$ cat config.mk
export PLATFORM = sky130hd
export DESIGN_NAME = ppu_oam_scan
export DESIGN_NICKNAME = d
export VERILOG_FILES = /design/src/rtl/ppu_oam_scan.sv
export SDC_FILE = /design/constraint.sdc
export NUM_CORES = 1
export LEC_CHECK = 0
export ABC_AREA = 0
export BUFFER_PORTS_ARGS = -buffer_cell sky130_fd_sc_hd__buf_2
export CAP_MARGIN = 0
export CORE_ASPECT_RATIO = 1.25
export CORE_UTILIZATION = 30
export CTS_CLUSTER_DIAMETER = 50
export CTS_CLUSTER_SIZE = 20
export DETAILED_ROUTE_END_ITERATION = 10
export GPL_ROUTABILITY_DRIVEN = 0
export PLACE_DENSITY_LB_ADDON = 0.15
export SLEW_MARGIN = 40
export SYNTH_ARGS = -nofsm -noshare
export SYNTH_HDL_FRONTEND = slang
export SYNTH_SLANG_ARGS = --single-unit
$ cat constraint.sdc
create_clock -name clk -period 4.1 [get_ports clk]
set_input_delay 0 -clock clk [delete_from_list [all_inputs] [get_ports clk]]
set_output_delay 0 -clock clk [all_outputs]
set_load 0.02 [all_outputs]
$ cat src/rtl/ppu_oam_scan.sv
// OAM scan engine for the PPU mode-2 phase: walks every OAM entry at two cycles
// per entry and keeps the first MAX_SPRITES sprites that cover the current line.
//
// state | meaning
// IDLE  | waiting for start; buffer and count hold the last result
// SCAN  | stepping k = 0 .. 2*NUM_ENTRIES-1, one OAM byte read per step
// DONE  | one-cycle completion pulse; start here launches a new scan
module ppu_oam_scan #(
    parameter int          NUM_ENTRIES = 40,
    parameter int          MAX_SPRITES = 10,
    parameter logic [15:0] OAM_BASE    = 16'hFE00,
    localparam int         CW = $clog2(MAX_SPRITES + 1),
    localparam int         IW = (MAX_SPRITES > 1) ? $clog2(MAX_SPRITES) : 1
) (
    input  logic          clk,
    input  logic          rst,
    input  logic          start,
    input  logic [7:0]    LY,
    input  logic          tall,
    output logic          OAM_RD,
    output logic [15:0]   OAM_ADDR,
    input  logic [7:0]    OAM_DATA_in,
    output logic          busy,
    output logic          done,
    output logic [CW-1:0] count,
    output logic          overflow,
    input  logic [IW-1:0] rd_idx,
    output logic [7:0]    rd_y,
    output logic [7:0]    rd_x,
    output logic [7:0]    rd_offset
);

    localparam int            KW     = (NUM_ENTRIES > 1) ? $clog2(2 * NUM_ENTRIES) : 2;
    localparam logic [KW-1:0] LAST_K = KW'(2 * NUM_ENTRIES - 1);
    localparam logic [CW-1:0] MAX_C  = CW'(MAX_SPRITES);

    typedef enum logic [1:0] {S_IDLE, S_SCAN, S_DONE} state_t;

    state_t        state, state_nx;
    logic [KW-1:0] k;
    logic [7:0]    ly_q;
    logic          tall_q;
    logic [7:0]    y_q;
    logic          hit_q;
    logic          accept;
    logic          store;

    logic [7:0] buf_y   [MAX_SPRITES];
    logic [7:0] buf_x   [MAX_SPRITES];
    logic [7:0] buf_off [MAX_SPRITES];

    logic [8:0] line9, y9, h9;
    logic       hit_now;

    assign accept = start && (state != S_SCAN);

    // 9-bit compare so Y values near 255 cannot wrap into a false hit
    assign line9   = {1'b0, ly_q} + 9'd16;
    assign y9      = {1'b0, OAM_DATA_in};
    assign h9      = tall_q ? 9'd16 : 9'd8;
    assign hit_now = (line9 >= y9) && (line9 < (y9 + h9));

    assign store = (state == S_SCAN) && k[0] && hit_q && (count < MAX_C);

    always_ff @(posedge clk or posedge rst) begin
        if (rst) begin
            state <= S_IDLE;
        end else begin
            state <= state_nx;
        end
    end

    always_comb begin
        state_nx = state;
        case (state)
            S_IDLE:  if (start) state_nx = S_SCAN;
            S_SCAN:  if (k == LAST_K) state_nx = S_DONE;
            S_DONE:  state_nx = start ? S_SCAN : S_IDLE;
            default: state_nx = S_IDLE;
        endcase
    end

    always_comb begin
        OAM_RD   = 1'b0;
        OAM_ADDR = OAM_BASE;
        busy     = 1'b0;
        done     = 1'b0;
        case (state)
            S_SCAN: begin
                OAM_RD   = 1'b1;
                OAM_ADDR = OAM_BASE + 16'({k[KW-1:1], 1'b0, k[0]});
                busy     = 1'b1;
            end
            S_DONE:  done = 1'b1;
            default: ;
        endcase
    end

    // Even steps return the Y byte, odd steps the X byte of the same entry.
    always_ff @(posedge clk or posedge rst) begin
        if (rst) begin
            k        <= '0;
            ly_q     <= '0;
            tall_q   <= 1'b0;
            y_q      <= '0;
            hit_q    <= 1'b0;
            count    <= '0;
            overflow <= 1'b0;
        end else if (accept) begin
            k        <= '0;
            ly_q     <= LY;
            tall_q   <= tall;
            hit_q    <= 1'b0;
            count    <= '0;
            overflow <= 1'b0;
        end else if (state == S_SCAN) begin
            k <= k + KW'(1);
            if (!k[0]) begin
                y_q   <= OAM_DATA_in;
                hit_q <= hit_now;
            end else if (hit_q) begin
                if (count < MAX_C) begin
                    count <= count + CW'(1);
                end else begin
                    overflow <= 1'b1;
                end
            end
        end
    end

    // Buffer needs no reset: reads beyond count are forced to zero.
    always_ff @(posedge clk) begin
        if (store) begin
            buf_y[count]   <= y_q;
            buf_x[count]   <= OAM_DATA_in;
            buf_off[count] <= 8'({k[KW-1:1], 2'b00});
        end
    end

    always_comb begin
        rd_y      = 8'h00;
        rd_x      = 8'h00;
        rd_offset = 8'h00;
        if ((int'(rd_idx) < int'(count)) && (int'(rd_idx) < MAX_SPRITES)) begin
            rd_y      = buf_y[rd_idx];
            rd_x      = buf_x[rd_idx];
            rd_offset = buf_off[rd_idx];
        end
    end

endmodule

=== Word-level counts from Yosys, hierarchy flattened ===
Memories as Yosys holds them, arrays and structs flattened.
Cells that the tools add are included.

* $add $sub $neg: 5
* Multiplexer cells: 28
* Equal/unequal tests: 8
* Reduce and logical (&&, ||, !) cells: 16
* Bitwise operators: 2
* $lt $le $gt $ge: 5

{| class="wikitable"
|+ Operators by type and width
! cell !! count
|-
| $mux W8 || 3
|-
| $mux W4 || 5
|-
| $mux W16 || 1
|-
| $mux W7 || 2
|-
| $mux W1 || 13
|-
| $add A10 B9 Y11 const A || 1
|-
| $add A8 B5 Y9 || 1
|-
| $add A8 B5 Y9 const B || 1
|-
| $ge A9 B8 Y1 || 1
|-
| $lt A9 B9 Y1 || 1
|-
| $lt A4 B4 Y1 const B || 2
|-
| $reduce_and A4 Y1 || 2
|-
| $reduce_bool A2 Y1 || 4
|-
| $add A7 B1 Y7 const B || 1
|-
| $eq A7 B7 Y1 const B || 1
|-
| $logic_and A1 B1 Y1 || 6
|-
| $ne A2 B2 Y1 const B || 3
|-
| $pmux W2 S3 || 1
|-
| $mux W5 || 1
|-
| $add A4 B1 Y4 const B || 1
|-
| $lt A4 B4 Y1 || 1
|-
| $mux W2 || 2
|-
| $ne A2 B1 Y1 const B || 2
|-
| $reduce_and A2 Y1 || 2
|-
| 5 further kinds || 6
|}

* Bits in writable memories: 220
* Flip-flop bits (word level): 32
* Memories kept: 3
* Input bits: 24

{| class="wikitable"
|+ Memories
! name !! depth !! bits a word !! read ports !! clocked after Yosys merged registers in !! wr ports !! RTL line !! source
|-
| buf_x || 10 || 8 || 1 || 0 || 1 || 49 || <nowiki>logic [7:0] buf_x [MAX_SPRITES];</nowiki>
|-
| buf_y || 10 || 8 || 1 || 0 || 1 || 48 || <nowiki>logic [7:0] buf_y [MAX_SPRITES];</nowiki>
|-
| buf_off || 10 || 6 || 1 || 0 || 1 || 50 || <nowiki>logic [7:0] buf_off [MAX_SPRITES];</nowiki>
|}

=== Depth between registers and ports, before layout ===
Gate-level depths: netlist of run 1.

* Word-level depth: 7
* Depth in mapped cells: 11
* Mapped depth without buffers: 11

=== Least setup slack after synthesis of run 1 ===
No wires, ideal clock.

* Path kind: reg2reg
* Start: reg state[1]
* End: mem buf_off[3][0] (netlist name) (enable)
* Arrival: 2.992 ns
* Period minus slack after synthesis: 3.449 ns
* Required time: 3.643 ns
* Stages on the path, launching flop included: 5
* Setup slack: 0.651 ns
* Path buffers: 0
* Cells stage by stage: dfrtp_1 nand2b_1 inv_2 nand3_1 nor4_1

* Cells in the longest elaborated chain, start to end: 6

{| class="wikitable"
|+ Ends and longest elaborated chain
! what !! RTL line !! source
|-
| start, declared || 39 || <nowiki>state_t state, state_nx;</nowiki>
|-
| start signal, assigned || 69 || <nowiki>state <= state_nx;</nowiki>
|-
| $eq A2 B1 Y1 || 63 || <nowiki>assign store = (state == S_SCAN) && k[0] && hit_q && (count < MAX_C);</nowiki>
|-
| $logic_and A1 B1 Y1 (3 in a row) || 63 ||
|-
| $mux W1 || 133 || <nowiki>if (store) begin</nowiki>
|-
| $mux W1 (not written as such) || 136 || <nowiki>buf_off[count] <= 8'({k[KW-1:1], 2'b00});</nowiki>
|-
| end, declared || 50 ||
|}

Every way passes these cells.

=== Final worst setup path of run 1 ===
* Start: reg count[2]
* End: out rd_x[1]

* Cells in the longest elaborated chain, start to end: 3

{| class="wikitable"
|+ Ends and longest elaborated chain
! what !! RTL line !! source
|-
| start, declared || 25 || <nowiki>output logic [CW-1:0] count,</nowiki>
|-
| start signal, assigned || 123 || <nowiki>count <= count + CW'(1);</nowiki>
|-
| $lt A4 B4 Y1 || 144 || <nowiki>if ((int'(rd_idx) < int'(count)) && (int'(rd_idx) < MAX_SPRITES)) begin</nowiki>
|-
| $logic_and A1 B1 Y1 || 144 ||
|-
| $mux W8 || 144 ||
|-
| end, declared || 29 || <nowiki>output logic [7:0] rd_x,</nowiki>
|}

Every way passes these cells.

==> results of run 1 <==
-- worst reg2reg max path: cells and delay by family (launching register included) --
family,cells,cell delay [ns]
flip-flops,1,0.38
buffers and inverters,2,0.17
adder cells (fa/ha/maj),3,0.87
AO/OA/AOI/OAI,3,0.83
AND/OR/NAND/NOR,2,0.28
XOR/XNOR,1,0.16
-- routing by layer --
| metal | wire length (um) | track usage (%) | vias up | part of all wire (%) |
|---|---|---|---|---|
| met5 | 0 | 0 | - | 0 |
| met4 | 417 | 3.30 | 0 | 1.7 |
| met3 | 724 | 1.64 | 25 | 3.0 |
| met2 | 12500 | 24.2 | 93 | 52 |
| met1 | 10500 | 17.1 | 2892 | 43 |
| li1 | - | - | 2527 | - |
-- state kept, by name, indices dropped and copies added (netlist names), 2 cells and up --
signal / cells
ly_q: 8
buf_x: 80
buf_y: 80
y_q: 8
k: 7
state: 2
count: 4
buf_off: 60
-- final timing paths --
path | end | slack (ns) | cells past startpoint
hold reg to reg | ly_q[2]$_DFFE_PP0P_ | 0.48 | 2
min in group clk | ly_q[7]$_DFFE_PP0P_ | 0.23 | 4
hold / removal | k[6]$_DFFE_PP0P_ | 0.13 | 4
setup reg to reg | hit_q$_DFFE_PP0P_ | 1.31 | 11
setup / recovery | rd_x[1] | 1.25 | 7
max in group asynchronous | tall_q$_DFFE_PP0P_ | 3.63 | 4
-- power by group through the flow --
stage          combinational [W]  clock [W]  sequential [W]
2_1_floorplan           0.000999          0         0.00350
3_3_place_gp             0.00141          0         0.00359
5_1_grt                  0.00160    0.00227         0.00361
3_5_place_dp             0.00145          0         0.00362
6_report                 0.00144    0.00212         0.00356
4_1_cts                  0.00148    0.00218         0.00357
-- stage by stage --
step / setup slack, ns / util (%) / std cells
floorplan: 0.651 / - / 617
global placement: 1.38 / 32.8 / 1126
detailed placement: 1.32 / 32.8 / 1126
CTS: 1.21 / 35.3 / 1183
global route: 0.968 / 35.3 / 1183
finish: 1.25 / 35.3 / 1183
-- layout by cell type (no fill, tap or decap), drive strengths merged, types with 2 or more instances in the layout --
cell type / n
a211oi: 45
a21o: 5
a21oi: 6
and2: 17
and3: 2
buf: 75
bufinv: 2
clkbuf: 23
clkinv: 3
conb: 11
dfrtp: 32
dlygate4sd3: 19
edfxtp: 220
ha: 25
inv: 29
mux2: 9
mux2i: 24
mux4: 44
nand2: 31
nand2b: 2
nand3: 9
nand4: 4
nor2: 10
nor2b: 23
nor3: 4
nor4: 2
o21ai: 13
o31ai: 2
xnor2: 6
xor2: 2
-- cell type report --
cell class / count / area share [%]
Clock buffer: 23 / 4.27
Clock inverter: 15 / 1.51
Inverter: 20 / 0.601
Multi-Input combinational cell: 305 / 24.6
Sequential cell: 252 / 59.3
Tap cell: 474 / 4.75
Timing Repair Buffer: 94 / 4.98
-- logic make-up (layout without fill, tap and decap cells) --
family / Yosys count / after routing / share of synthesized area (%)
DFF: 252 / 252 / 68.6
and+or+nand+nor: 107 / 107 / 5.21
muxes: 77 / 77 / 12.3
AOI/OAI and AO/OA: 76 / 76 / 6.72
buffers and inverters: 60 / 152 / 3.28
adders and majority gates: 26 / 26 / 3.08
xor gates and xnor gates: 8 / 8 / 0.649
other: 2 / 11 / 0.0696
==> out/qor.txt, run 1 <==
Clock root buffer - clkbuf_16
Final setup TNS - 0 ns
Leak pwr - 4.36 nW
Max-slew violations - 0
Num CTS Buffers - 21
Cell Int Power - 0.00489 W
CTS sink cnt - 252
Startpoint types - flip-flop
Most used DFF post-synth - edfxtp_1
1st-iter DRT viols - 242
CTS H-tree lvls - 1
Max incr delay on CP - 0.60 ns
First-pass GRT wire length - 37000 um
Crit path cell chain - inv_1 -> ha_1 -> o21ai_0 -> a21oi_1 -> or3b_4 -> a211oi_2 -> buf_2
Most common library cells after synthesis - edfxtp_1 (220), mux4_2 (44), a211oi_2 (40)
Layout Cell Area excl Fill - 12500 um2
Endpoints failing hold - 0
Total Power - 0.00712 W
Setup violators final - 0
Top cell type's share of synthesized area - 61.2%
Synth Instances - 608
# rows - 77
Postcts setup bufs - 0
Post-synth top area cell - edfxtp_1
P&R area growth vs syn - 15.8%
Critical Path RT - 4.10 ns
Min-Delay Path Class - input port to asynchronous set/reset pin
Max-Cap Viols - 0
Area of the multi-input gates - 3080 um2
Initial Util - 30.5%
Overall routing resource usage - 13.5%
Switching Fraction - 31.3%
Chip width - 172 um
Reg power frac - 50.0%
Clock-pin slew on the worst setup and hold paths - 0.08 ns
WHS - 0.132 ns
Switch Pwr - 0.00223 W
Critical Path Start - count[2]$_DFFE_PP0P_
Critical path class - flip-flop to output pin
Routed Antenna Nets - 0
Top post-synthesis cells by area - edfxtp_1 (61%), mux4_2 (9.2%), dfrtp_1 (7.4%)
Core Region - 35400 um2
Post-Syn Area per Cell - 17.7 um2
WL/cell - 20.4 um
Worst VDD drop - 0.000452 V
Final Skew - 0.0192 ns
Vias in the first global route - 6152
# DRC - 0
Post-synthesis async set-or-reset flop share - 12.7%
Largest net degree at the start of global routing - 46
Pwr Density - 570 nW/um2
Worst path bufs/invs - 2
Yosys warnings - 0
Family with the most delay on the worst path - simple AND/OR/NAND/NOR gates
Post-synth EDFFs - 220
Tcrit/Tclk final - 69.5%
Clock share of power - 29.8%
Clk Latency, worst-skew pair - 0.51 ns
Worst Tran Pin Value - 0.806 ns
Post-layout nets - 744
Antenna violations before repair - 0
Worst Path Max Fanout - 22
DR vias/cell - 4.68
Achievable frequency - 351 MHz
Die H - 214 um
Outcome - complete, no violations
Synthesized cell area - 10800 um2
Die ar. - 36700 um2
Slew margin rel. - 46.2%
Diode count - 0
Drt total wl - 24100 um
DRT Pass-1 Iters - 4
Via count - 5537
CTS tree - yes
Fill count - 3354
HPWL after DPL - 14200 um
IO buf count - 60
Cell with the most instances after synthesis - edfxtp_1
# hold bufs at CTS - 19
Crit-path slowest cell - or3b_4
# IOs - 72
CTS max path bufs - 3
Combinational power share - 20.2%
Post-layout minimum cycle time - 2.85 ns
Register area share after synthesis - 68.6%
Crit path DAT - 2.85 ns
RSZ-0062 raised after global routing - false
Worst r2r src - tall_q$_DFFE_PP0P_
Ratio of cells with drive above 1 in the final layout - 29.5%
Post-CTS sizing - 0
Critical path endpoint category - output pin
Remaining Overflow, GRT - 0
Placed inst area - 11600 um2
Unique masters post-synth - 45
Synthesis-stage register bit count - 252
Sequential Area - 7410 um2
(Power assumes the default switching activity.)
==> run 2, diff against run 1 <==
--- a/config.mk
+++ b/config.mk
@@ -5,7 +5,7 @@
 export SDC_FILE = /design/constraint.sdc
 export NUM_CORES = 1
 export LEC_CHECK = 0
-export ABC_AREA = 0
+export ABC_AREA = 1
 export BUFFER_PORTS_ARGS = -buffer_cell sky130_fd_sc_hd__buf_2
 export CAP_MARGIN = 0
 export CORE_ASPECT_RATIO = 1.25
==> constraint.sdc (replaced) <==
create_clock -name clk -period 2.66 [get_ports clk]
set_input_delay 0 -clock clk [delete_from_list [all_inputs] [get_ports clk]]
set_output_delay 0 -clock clk [all_outputs]
set_load 0.02 [all_outputs]
==> out/qor.txt, run 2 <==
Postcts setup bufs - 0
First-pass GRT wire length - 45700 um
Die ar. - 37400 um2
Total Power - 0.0112 W
Critical Path RT - 2.66 ns
Overall routing resource usage - 16.2%
Synth Instances - 1001
Layout Cell Area excl Fill - 13200 um2
Clock-pin slew on the worst setup and hold paths - 0.07 ns
Tcrit/Tclk final - 96.2%
Clk Latency, worst-skew pair - 0.56 ns
# rows - 77
Post-layout minimum cycle time - 2.56 ns
Core Region - 35700 um2
Setup violators final - 0
Via count - 7435
# IOs - 72
Antenna violations before repair - 0
# DRC - 0
Cell with the most instances after synthesis - nand2_1
Register area share after synthesis - 67.5%
Remaining Overflow, GRT - 0
Clock root buffer - clkbuf_16
GR Util met3 - 1.90%
Max incr delay on CP - 0.40 ns
DRT Pass-1 Iters - 6
Slew margin rel. - 57.1%
Synthesis-stage register bit count - 252
Post-synth EDFFs - 220
Leak pwr - 5.09 nW
Most used DFF post-synth - edfxtp_1
Min-Delay Path Class - input port to asynchronous set/reset pin
Drt total wl - 29700 um
R2r setup slk - 0.33 ns
1st-iter DRT viols - 371
WHS - 0.0973 ns
Post-layout nets - 1142
Most utilized layer in the global route result - met2
Largest regs - buf_x x80, buf_y x80, buf_off x60
R2R cell count - 14
Diode count - 0
CTS tree - yes
Most common library cells after synthesis - nand2_1 (278), edfxtp_1 (220), nand3_1 (119)
Worst VDD drop - 0.000550 V
Chip width - 173 um
RSZ-0062 raised after global routing - false
Commonest non-fill, non-tap cell in the layout - nand2_1
HPWL after DPL - 17400 um
Routing usage on met1 - 20.9%
Crit path DAT - 2.56 ns
Largest net degree at the start of global routing - 68
Outcome - complete, no violations
Crit Reg-Reg Endpoint - hit_q$_DFFE_PP0P_
Crit-path slowest cell - dfrtp_1
Pwr Density - 847 nW/um2
WL/cell - 18.7 um
Vias in the first global route - 7362
Worst Tran Pin Value - 0.642 ns
Num CTS Buffers - 27
Top cell type's share of synthesized area - 60.2%
Final Skew - 0.0193 ns
Crit path cell chain - inv_1 -> ha_1 -> a21oi_2 -> buf_6 -> nand4_1 -> nor2_1 -> buf_2
Worst Path Max Fanout - 22
Routed Antenna Nets - 0
Max-Cap Viols - 0
Fill count - 3520
Die H - 216 um
Unique masters post-synth - 30
Critical path endpoint category - output pin
Critical path class - flip-flop to output pin
Most frequent cells in the layout - nand2_1 (278), edfxtp_1 (220), nand3_1 (119)
Post-synth top area cell - edfxtp_1
Endpoints failing hold - 0
Max-slew violations - 0
CTS sink cnt - 252
Yosys warnings - 0
Post-layout util - 37.0%
M2 GR Usage - 28.7%
DR vias/cell - 4.68
P&R area growth vs syn - 20.6%
Top post-synthesis cells by area - edfxtp_1 (60%), nand2_1 (9.5%), dfrtp_1 (7.3%)
Worst r2r src - tall_q$_DFFE_PP0P_
CTS max path bufs - 3
Post-synthesis async set-or-reset flop share - 12.7%
Placed inst area - 12000 um2
IO buf count - 60
Achievable frequency - 391 MHz
Post-Syn Area per Cell - 11.0 um2
Synthesized cell area - 11000 um2
Initial Util - 30.7%
Ratio of cells with drive above 1 in the final layout - 14.6%
Startpoint types - flip-flop
CTS H-tree lvls - 1
run 2: worst max-delay path: cells and delay by family, from the launching register on:
family	cells	cell delay, ns
buffers and inverters	3	0.75
AOI/OAI and AO/OA	1	0.16
and+or+nand+nor	2	0.38
DFF	1	0.40
adders and majority gates	1	0.31
run 2: how the worst max path moves through the flow:
stage                    startpoint                      end  slack (ns)  cells past startpoint
2_1_floorplan  count[2]$_DFFE_PP0P_  buf_off[0][0]$_DFFE_PP_       -0.36                      4
3_3_place_gp     tall_q$_DFFE_PP0P_        hit_q$_DFFE_PP0P_        0.22                     14
3_5_place_dp     tall_q$_DFFE_PP0P_        hit_q$_DFFE_PP0P_        0.21                     14
4_1_cts        count[1]$_DFFE_PP0P_             rd_offset[2]        0.05                      9
5_1_grt        count[3]$_DFFE_PP0P_             rd_offset[7]        0.02                      7
6_report       count[3]$_DFFE_PP0P_             rd_offset[7]        0.10                      7
run 2: repair_timing:
item                                    in CTS  in global routing
endpoints found under the setup margin       1                  5
resized for setup                            1                  5
endpoints found under the hold margin      132                  0
hold buffers                                28                  0
pin swaps                                    0                  1
run 2: routing by layer:
metal | up-vias | share of wire [%]
li1 | 3633 | -
met2 | 140 | 50
met5 | - | 0
met3 | 36 | 3.3
met1 | 3626 | 45
met4 | 0 | 1.6
run 2: logic make-up (layout without fill, tap and decap cells):
| logic type | Yosys count | in the layout | share of synthesized area [%] |
|---|---|---|---|
| AO/OA/AOI/OAI | 94 | 94 | 4.33 |
| XOR/XNOR | 5 | 5 | 0.399 |
| adder cells (fa/ha/maj) | 26 | 26 | 3.03 |
| buffers and inverters | 113 | 216 | 4.88 |
| flip-flops | 252 | 252 | 67.5 |
| multiplexers | 1 | 1 | 0.103 |
| other | 2 | 11 | 0.0684 |
| AND/OR/NAND/NOR | 508 | 508 | 19.7 |
run 2: final cells by class:
type                       instances  area (um2)  share of cell area (%)
tap                              474         593                    4.48
inverter                          47         178                    1.34
timing repair buffer             119         986                    7.45
multi-input combinational        645        3150                    23.8
clock inverter                    23         251                    1.90
clock buffer                      27         676                    5.10
sequential                       252        7410                    55.9
run 2: per-stage QoR:
stage,setup TNS (ns),setup WS [ns],std cells
6_report,0,0.102,1587
5_1_grt,0,0.0167,1587
4_1_cts,0,0.0473,1587
3_5_place_dp,0,0.212,1509
3_3_place_gp,0,0.224,1509
2_1_floorplan,-49.94,-0.362,1010
run 2: report_power, final:
| part | internal [W] | switching (W) |
|---|---|---|
| clock | 0.00208 | 0.00179 |
| sequential | 0.00488 | 0.000427 |
| combinational | 0.000678 | 0.00137 |
==> run 3, diff against run 2 <==
--- a/config.mk
+++ b/config.mk
@@ -9,6 +9,7 @@
 export BUFFER_PORTS_ARGS = -buffer_cell sky130_fd_sc_hd__buf_2
 export CAP_MARGIN = 0
 export CORE_ASPECT_RATIO = 1.25
+export CORE_MARGIN = 2
 export CORE_UTILIZATION = 30
 export CTS_CLUSTER_DIAMETER = 50
 export CTS_CLUSTER_SIZE = 20
==> out/qor.txt, run 3 (synthesized netlist as in run 2, its figures left out) <==
Crit path DAT - 2.44 ns
R2r setup slk - 0.23 ns
Pwr Density - 854 nW/um2
Worst Tran Pin Value - 0.674 ns
Setup violators final - 0
Met3 WL - 1320 um
1st-iter DRT viols - 512
Final Skew - 0.0170 ns
Achievable frequency - 410 MHz
Setup ws final - 0.219 ns
WL met1 - 13000 um
CTS sink cnt - 252
Largest regs - buf_x x80, buf_y x80, buf_off x60
Chip width - 175 um
Remaining Overflow, GRT - 0
Post-layout nets - 1135
First-pass GRT wire length - 45400 um
Slew margin rel. - 54.9%
Via count - 7446
Num CTS Buffers - 26
Clock-pin slew on the worst setup and hold paths - 0.07 ns
Die ar. - 38100 um2
Critical Path Start - count[3]$_DFFE_PP0P_
Clock root buffer - clkbuf_16
Critical path class - flip-flop to output pin
Tcrit/Tclk final - 91.8%
Top Layer Used - met4
Critical Path RT - 2.66 ns
Fill count - 3554
Overall routing resource usage - 15.9%
Max-slew violations - 0
Place WS - 0.222 ns
DR WL met2 - 15200 um
# rows - 78
RSZ-0062 raised after global routing - false
Vias in the first global route - 7346
DRT Pass-1 Iters - 6
Critical path endpoint category - output pin
Largest net degree at the start of global routing - 99
Diode count - 0
Postcts setup bufs - 0
IO buf count - 60
Outcome - complete, no violations
Final setup TNS - 0 ns
Max-Cap Viols - 0
Worst Path Max Fanout - 22
Post-layout util - 36.3%
CTS tree - yes
CTS H-tree lvls - 1
CTS max path bufs - 3
Endpoints failing hold - 0
Drt total wl - 30100 um
Clk Latency, worst-skew pair - 0.54 ns
Most frequent cells in the layout - nand2_1 (278), edfxtp_1 (220), nand3_1 (119)
Worst VDD drop - 0.000578 V
WL/cell - 19.0 um
Commonest non-fill, non-tap cell in the layout - nand2_1
Routed Antenna Nets - 0
R2R cell count - 14
DR vias/cell - 4.70
Startpoint types - flip-flop
Post-layout minimum cycle time - 2.44 ns
Die H - 218 um
# IOs - 72
Min-Delay Path Class - input port to asynchronous set/reset pin
Antenna violations before repair - 0
P&R area growth vs syn - 19.6%
Worst r2r src - tall_q$_DFFE_PP0P_
Crit Reg-Reg Endpoint - hit_q$_DFFE_PP0P_
Core Region - 36200 um2
HPWL after DPL - 18000 um
Initial Util - 30.3%
Ratio of cells with drive above 1 in the final layout - 14.8%
# DRC - 0
Leak pwr - 5.06 nW
run 3: changes by cell type in the layout (fill, tap and decap cells not counted), moves of 2 or more:
cell	before	now
buf_12	13	10
buf_4	17	25
buf_6	2	0
bufinv_16	1	3
clkinv_4	5	1
clkinvlp_4	1	5
dlygate4sd3_1	28	19
inv_12	2	0
inv_8	5	2
nor2_1	68	64
nor2_2	1	6
run 3: layout make-up:
| type | count | area, um2 | share of cell area, % |
|---|---|---|---|
| sequential | 252 | 7410 | 56.4 |
| clock inverter | 19 | 224 | 1.71 |
| multi-input combinational | 645 | 3150 | 24.0 |
| inverter | 47 | 178 | 1.35 |
| timing repair buffer | 113 | 873 | 6.65 |
| clock buffer | 29 | 693 | 5.28 |
| tap | 480 | 601 | 4.58 |
run 3: worst max-delay path by stage:
stage | endpoint | slack [ns] | cells after the start
final | rd_x[3] | 0.22 | 7
after global routing | rd_x[7] | 0.008 | 9
after CTS | rd_y[4] | 0.08 | 7
after detailed placement | hit_q$_DFFE_PP0P_ | 0.22 | 14
after global placement | hit_q$_DFFE_PP0P_ | 0.22 | 14
after floorplan | buf_off[0][0]$_DFFE_PP_ | -0.36 | 4
run 3: routing by layer:
metal | GRT usage, % | vias to the layer above
li1 | - | 3626
met1 | 20.1 | 3607
met2 | 28.2 | 175
met3 | 2.02 | 38
met4 | 4.89 | 0
met5 | 0 | -
run 3: through the flow:
step	hold slack [ns]	instance area, um2	cells	power, W
final	0.0958	13100	1585	0.0112
after global routing	0.137	13100	1585	0.0118
after CTS	0.0965	13100	1585	0.0113
after detailed placement	0.135	12000	1518	0.00745
after global placement	0.131	12000	1518	0.00743
after floorplan	0.0989	11000	1010	0.00655
run 3: power by group:
group	internal, W	switching (W)	leakage (nW)	total, W
sequential	0.00488	0.000433	2.38	0.00532
clock	0.00222	0.00164	0.431	0.00386
combinational	0.000670	0.00137	2.25	0.00204
run 3: repair_timing:
item / 4_1_cts / 5_1_grt
hold buffers: 19 / 0
hold endpoints to repair: 129 / 0
endpoints found under the setup margin: 0 / 5
resized for setup: 0 / 5
run 3: worst max-delay path, stage by stage, from the launching register on:
cell     delay [ns]
dfrtp_1        0.39
inv_1          0.24
ha_1           0.31
a21oi_2        0.19
buf_12         0.21
nand4_1        0.12
nor2_1         0.21
buf_2          0.20
